==> config.mk <==
export PLATFORM = sky130hd
export DESIGN_NAME = fifo_serial_reader_flat
export DESIGN_NICKNAME = d
export VERILOG_FILES = /design/src/rtl/fifo_serial_reader_if.sv /design/src/rtl/fifo_serial_reader.sv /design/src/flat_wrapper.sv
export SDC_FILE = /design/constraint.sdc
export NUM_CORES = 1
export LEC_CHECK = 0
export ABC_AREA = 1
export BUFFER_PORTS_ARGS = -buffer_cell sky130_fd_sc_hd__buf_2
export CORE_AREA = 2 2 63 65
export CTS_BUF_LIST = sky130_fd_sc_hd__clkbuf_8
export DETAILED_ROUTE_END_ITERATION = 8
export DIE_AREA = 0 0 65 67
export PLACE_DENSITY_LB_ADDON = 0.15
export SYNTH_ARGS = -nofsm -noshare
export SYNTH_HDL_FRONTEND = slang
export SYNTH_SLANG_ARGS = --single-unit
==> constraint.sdc <==
create_clock -name clk -period 1.4 [get_ports clk]
set_clock_uncertainty 0.05 [all_clocks]
set_input_delay 0.14 -clock clk [delete_from_list [all_inputs] [get_ports clk]]
set_output_delay 0.14 -clock clk [all_outputs]
set_load 0.05 [all_outputs]
==> src/rtl/fifo_serial_reader_if.sv <==
// FIFO read-port bundle between the FIFO and its serial drain block.
// The reader drives fifo_re; the FIFO drives the empty flag and the byte.
interface fifo_serial_reader_if #(
  parameter int DATA_W = 8
);
  logic              fifo_re;
  logic              fifo_empty;
  logic [DATA_W-1:0] fifo_data;

  modport master (output fifo_re, input fifo_empty, input fifo_data);
  modport slave  (input fifo_re, output fifo_empty, output fifo_data);
endinterface

==> src/rtl/fifo_serial_reader.sv <==
// FIFO drain: pops one byte per frame and shifts it out as 8N1 serial
// (start 0, data LSB first, stop 1), counting completed frames.
module fifo_serial_reader #(
  parameter int DATA_W       = 8,
  parameter int CLKS_PER_BIT = 16,
  parameter int CNT_W        = 16
) (
  input  logic                  clk,
  input  logic                  rst,
  input  logic                  enable,
  fifo_serial_reader_if.master  fif,
  output logic                  tx,
  output logic                  busy,
  output logic [CNT_W-1:0]      frame_cnt
);

  localparam int BAUD_W = (CLKS_PER_BIT > 1) ? $clog2(CLKS_PER_BIT) : 1;
  localparam int BIT_W  = (DATA_W > 1) ? $clog2(DATA_W) : 1;

  typedef enum logic [2:0] {IDLE, POP, WAIT, START, DATA, STOP} state_t;

  state_t              state_q, state_d;
  logic [BAUD_W-1:0]   baud;
  logic [BIT_W-1:0]    bit_idx;
  logic [DATA_W-1:0]   shreg;
  logic                fifo_re_q;
  logic                baud_tc, last_bit, go;

  assign baud_tc  = (baud == BAUD_W'(CLKS_PER_BIT - 1));
  assign last_bit = (bit_idx == BIT_W'(DATA_W - 1));
  // FIFO flag only matters at the two decision points: IDLE and last STOP cycle
  assign go       = enable && !fif.fifo_empty;
  assign fif.fifo_re = fifo_re_q;

  always_ff @(posedge clk or negedge rst) begin
    if (!rst) state_q <= IDLE;
    else      state_q <= state_d;
  end

  always_comb begin
    state_d = state_q;
    case (state_q)
      IDLE:  if (go) state_d = POP;
      POP:   state_d = WAIT;
      WAIT:  state_d = START;
      START: if (baud_tc) state_d = DATA;
      DATA:  if (baud_tc && last_bit) state_d = STOP;
      STOP:  if (baud_tc) state_d = go ? POP : IDLE;
      default: state_d = IDLE;
    endcase
  end

  always_comb begin
    tx   = 1'b1;
    busy = (state_q != IDLE);
    case (state_q)
      START:   tx = 1'b0;
      DATA:    tx = shreg[bit_idx];
      default: tx = 1'b1;
    endcase
  end

  // Baud counter idles at 0 outside the serial states, so START always begins fresh
  always_ff @(posedge clk or negedge rst) begin
    if (!rst) begin
      baud      <= '0;
      bit_idx   <= '0;
      shreg     <= '0;
      fifo_re_q <= 1'b0;
      frame_cnt <= '0;
    end else begin
      fifo_re_q <= (state_d == POP);
      if (state_q == START || state_q == DATA || state_q == STOP)
        baud <= baud_tc ? '0 : baud + 1'b1;
      else
        baud <= '0;
      if (state_q == START)
        bit_idx <= '0;
      else if (state_q == DATA && baud_tc)
        bit_idx <= bit_idx + 1'b1;
      if (state_q == WAIT)
        shreg <= fif.fifo_data;
      if (state_q == STOP && baud_tc)
        frame_cnt <= frame_cnt + 1'b1;
    end
  end

endmodule

==> src/flat_wrapper.sv <==
// flat-port wrapper written by rule: the top's interface ports become plain ports
module fifo_serial_reader_flat 
#(
  parameter int DATA_W       = 8,
  parameter int CLKS_PER_BIT = 16,
  parameter int CNT_W        = 16
)
  (clk, rst, enable, tx, busy, frame_cnt, fif_fifo_re, fif_fifo_empty, fif_fifo_data);
  fifo_serial_reader_if #(.DATA_W(DATA_W)) fif_i ();
  input  logic clk;
  input  logic rst;
  input  logic enable;
  output logic tx;
  output logic busy;
  output logic [CNT_W-1:0] frame_cnt;
  output wire logic [$bits(fif_i.fifo_re)-1:0] fif_fifo_re;
  input wire logic [$bits(fif_i.fifo_empty)-1:0] fif_fifo_empty;
  input wire logic [$bits(fif_i.fifo_data)-1:0] fif_fifo_data;
  assign fif_fifo_re = fif_i.fifo_re;
  assign fif_i.fifo_empty = fif_fifo_empty;
  assign fif_i.fifo_data = fif_fifo_data;
  fifo_serial_reader #(.DATA_W(DATA_W), .CLKS_PER_BIT(CLKS_PER_BIT), .CNT_W(CNT_W)) u_core (.clk(clk), .rst(rst), .enable(enable), .fif(fif_i), .tx(tx), .busy(busy), .frame_cnt(frame_cnt));
endmodule
==> key figures <==
Final layout
  • Share of layout cells above drive strength 1: 0.453
  • Ant diodes: 0
  • Final Core Density: 0.714
  • Area delta synth->final: 41.5%
  • Final nets: around 290

Yosys
  • Largest area contributor in the netlist: dfrtp_1
  • Mux contribution to synthesized area: 0.0495
  • Post-synthesis adder-cell area fraction: 0.0275
  • Simple logic cell fraction of the synthesized area: 0.290
  • Yosys reg bits: 35
  • EDFF count, synth: 0
  • Post-synth top cells: nand2_1, dfrtp_1, nor2_1, inv_1, nand3_1
  • Area of the mapped netlist: 1820 µm²
  • Largest family of logic cells by synthesized area: simple AND/OR/NAND/NOR gates
  • Count leader, synth: nand2_1
  • Synth Area in Compound Gates: 0.0468
  • Cell count after synthesis: 215
  • Yosys top cell area share: 0.481
  • Mapped Avg Cell Area: 8.46 µm²
  • Post-Syn Nets: 231
  • Post-synthesis xor/xnor area fraction: 0.0433
  • Main synth FF type: dfrtp_1
  • Synth area leaders: dfrtp_1, nand2_1, nor2_1
  • Count of cell types in the netlist: 24
  • Asr flop ratio synth: 1.00
  • YS warnings: 0
  • Seq/Total Area, Yosys: 0.481

GRT
  • Overflow after GRT: 0
  • Vias in the first global route: 1528
  • Initial antenna violation count: 0
  • First-pass GRT wire length: 6.69 mm
  • Global Route Usage Sum: 0.207
  • Largest net degree at the start of global routing: 19

Routing
  • Avg WL per Cell: 12.4 µm
  • Pre-antenna DRT Iters: 5
  • Detailed-route via count: 1581
  • Post-DR vias/cell: 4.85
  • Post-Route WL: 4.04 mm
  • Residual DRC: 0
  • DRT iter0 DRCs: 53
  • Post-DRT Antenna Nets: 0

Worst setup path
  • Crit end category: output port
  • Most frequent CP cell: nand3_1
  • Worst path slowest cell: dfrtp_1
  • CP max FO: 3
  • Worst path max stage delay: 0.41 ns
  • Critical Path, Cell by Cell: buf_4 > nor2_1 > o21ai_1 > nand3_1 > nand3_1 > nand2_1 > buf_6
  • WS Path Type: reg -> out
  • Worst Path Required: 1.21 ns
  • Startpoint Class: flop
  • Arr. time, crit path: around 1.4 ns

STA
  • Final setup TNS: -0.665 ns
  • Final setup viols: 12
  • Final min period: 1.56 ns
  • Hold Fails Final Rpt: 0
  • Max-slew headroom: 0.714
  • Worst slew pin tran: 0.429 ns
  • Tcrit/Tclk final: 1.11
  • PnR worst setup slack: -0.160 ns
  • Max-slew violation count: 0
  • Unrepaired setup endpoints after global routing: yes
  • F_max: 641 MHz

Floorplan
  • Die X: roughly 65 µm
  • I/O Pins: 31
  • Core footprint: 3610 µm²
  • Die Ht: 67 µm
  • Row cnt: 22
  • Initial core utilization: 0.505
  • Die area: between 4000 and 5000 µm²

Clocking
  • Clock slew at reported path FFs: 0.07 ns
  • CTS tree: yes
  • Clk_lat worst skew: 0.29 ns
  • Num CTS Buffers: 5
  • H-tree levels: 2
  • Clk buf depth: 2
  • Clk root buf: clkbuf_8
  • Sink Count: 35

Worst hold path
  • Worst min-delay path category: in -> reg

Job
  • Max Cap Violations: 0

Power
  • Static Leakage: ~1.3 nW
  • Power per Cell Area: 784 nW/µm²
  • Power, Total: 2.02 mW
  • Maximum vdd drop: ~0.00067 V

Outcome
  • Failing checks: negative setup slack
  • Status: finished with violations

Placement
  • Setup WS pre-CTS: -0.0622 ns
  • PortBufs: 30
  • Post-DP HPWL: 2.70 mm
  • GP Congestion: 0.786
==> layout make-up <==
type | instances | area, µm²
clock buffer | 5 | 68.8
clock inverter | 3 | 43.8
fill | 295 | 1030
inverter | 27 | 109
multi-input combinational | 152 | 982
sequential | 35 | 892
tap | 48 | 60.1
timing repair buffer | 56 | 418
==> power by group <==
| part | internal [mW] | leakage, nW | switching, mW | total (mW) |
|---|---|---|---|---|
| sequential | 1.02 | 0.423 | 0.00668 | 1.03 |
| combinational | 0.0322 | 0.831 | 0.0358 | 0.0680 |
| clock | 0.530 | 0.0581 | 0.392 | 0.922 |
==> routing by layer <==
layer / vias up / track usage / wire, µm
met2: 22 / 0.378 / 2130
met3: 6 / 0.0507 / 126
met5: - / 0 / 0
met4: 0 / 0.0957 / 78
met1: 750 / 0.225 / 1700
li1: 803 / - / -
==> stage by stage <==
| stage | cells | hold slack, ns | instance area [µm²] |
|---|---|---|---|
| 2_1_floorplan | 215 | -0.206 | 1850 |
| 3_3_place_gp | 303 | 0.0514 | 2150 |
| 3_5_place_dp | 303 | 0.0491 | 2150 |
| 4_1_cts | 319 | 0.0135 | 2380 |
| 5_1_grt | 326 | 0.0108 | 2570 |
| 6_report | 326 | 0.0199 | 2570 |
==> what timing repair did <==
action / CTS / global route
endpoints found under the setup margin: 16 / 35
setup buffers: 7 / 9
hold endpoints to repair: 17 / 0
pin swaps: 7 / 10
gates resized for setup: 23 / 43
hold buffers: 1 / 0
==> critical path, delay by kind of cell, from the launching register on <==
| family | cells | cell delay (ns) |
|---|---|---|
| buffers and inverters | 2 | 0.30 |
| AO/OA/AOI/OAI | 1 | 0.07 |
| AND/OR/NAND/NOR | 4 | 0.29 |
| flip-flops | 1 | 0.41 |
==> registers in the layout (all words and copies together), names as in the netlist <==
name and flops:
u_core.baud 4, u_core.shreg 8, u_core.state_q 3, u_core.bit_idx 3, u_core.frame_cnt 16, u_core.fif.fifo_re 1
==> cell usage in the layout (no fill, tap or decap), drive strengths merged <==
cell type    count
nor3             3
o21bai           1
ha               4
nor2            35
clkinv           2
nand2           56
xnor2            4
xor2             5
dlygate4sd3      1
mux2             8
bufinv           1
inv             27
buf             55
o21ai           14
dfrtp           35
o21a             1
nand3           18
clkbuf           5
nand4            3
==> path summary, 6_finish.rpt <==
path,cells past startpoint,endpoint,startpoint,slack [ns]
min,2,u_core.shreg[0],fif_fifo_data[0],0.02
max in group asynchronous,3,u_core.frame_cnt[1],rst,0.59
max reg2reg,8,u_core.frame_cnt[11],u_core.state_q[1],-0.09
min in group asynchronous,2,u_core.state_q[1],rst,0.25
min reg2reg,1,u_core.shreg[0],u_core.shreg[0],0.47
max,7,tx,u_core.bit_idx[1],-0.16
==> kinds of logic after synthesis <==
logic type               count (synthesis)
adder cells (fa/ha/maj)                  4
AND/OR/NAND/NOR                        115
buffers and inverters                   28
multiplexers                             8
XOR/XNOR                                 9
AO/OA/AOI/OAI                           16
flip-flops                              35
No activity file was read; power rests on OpenSTA's default activity.
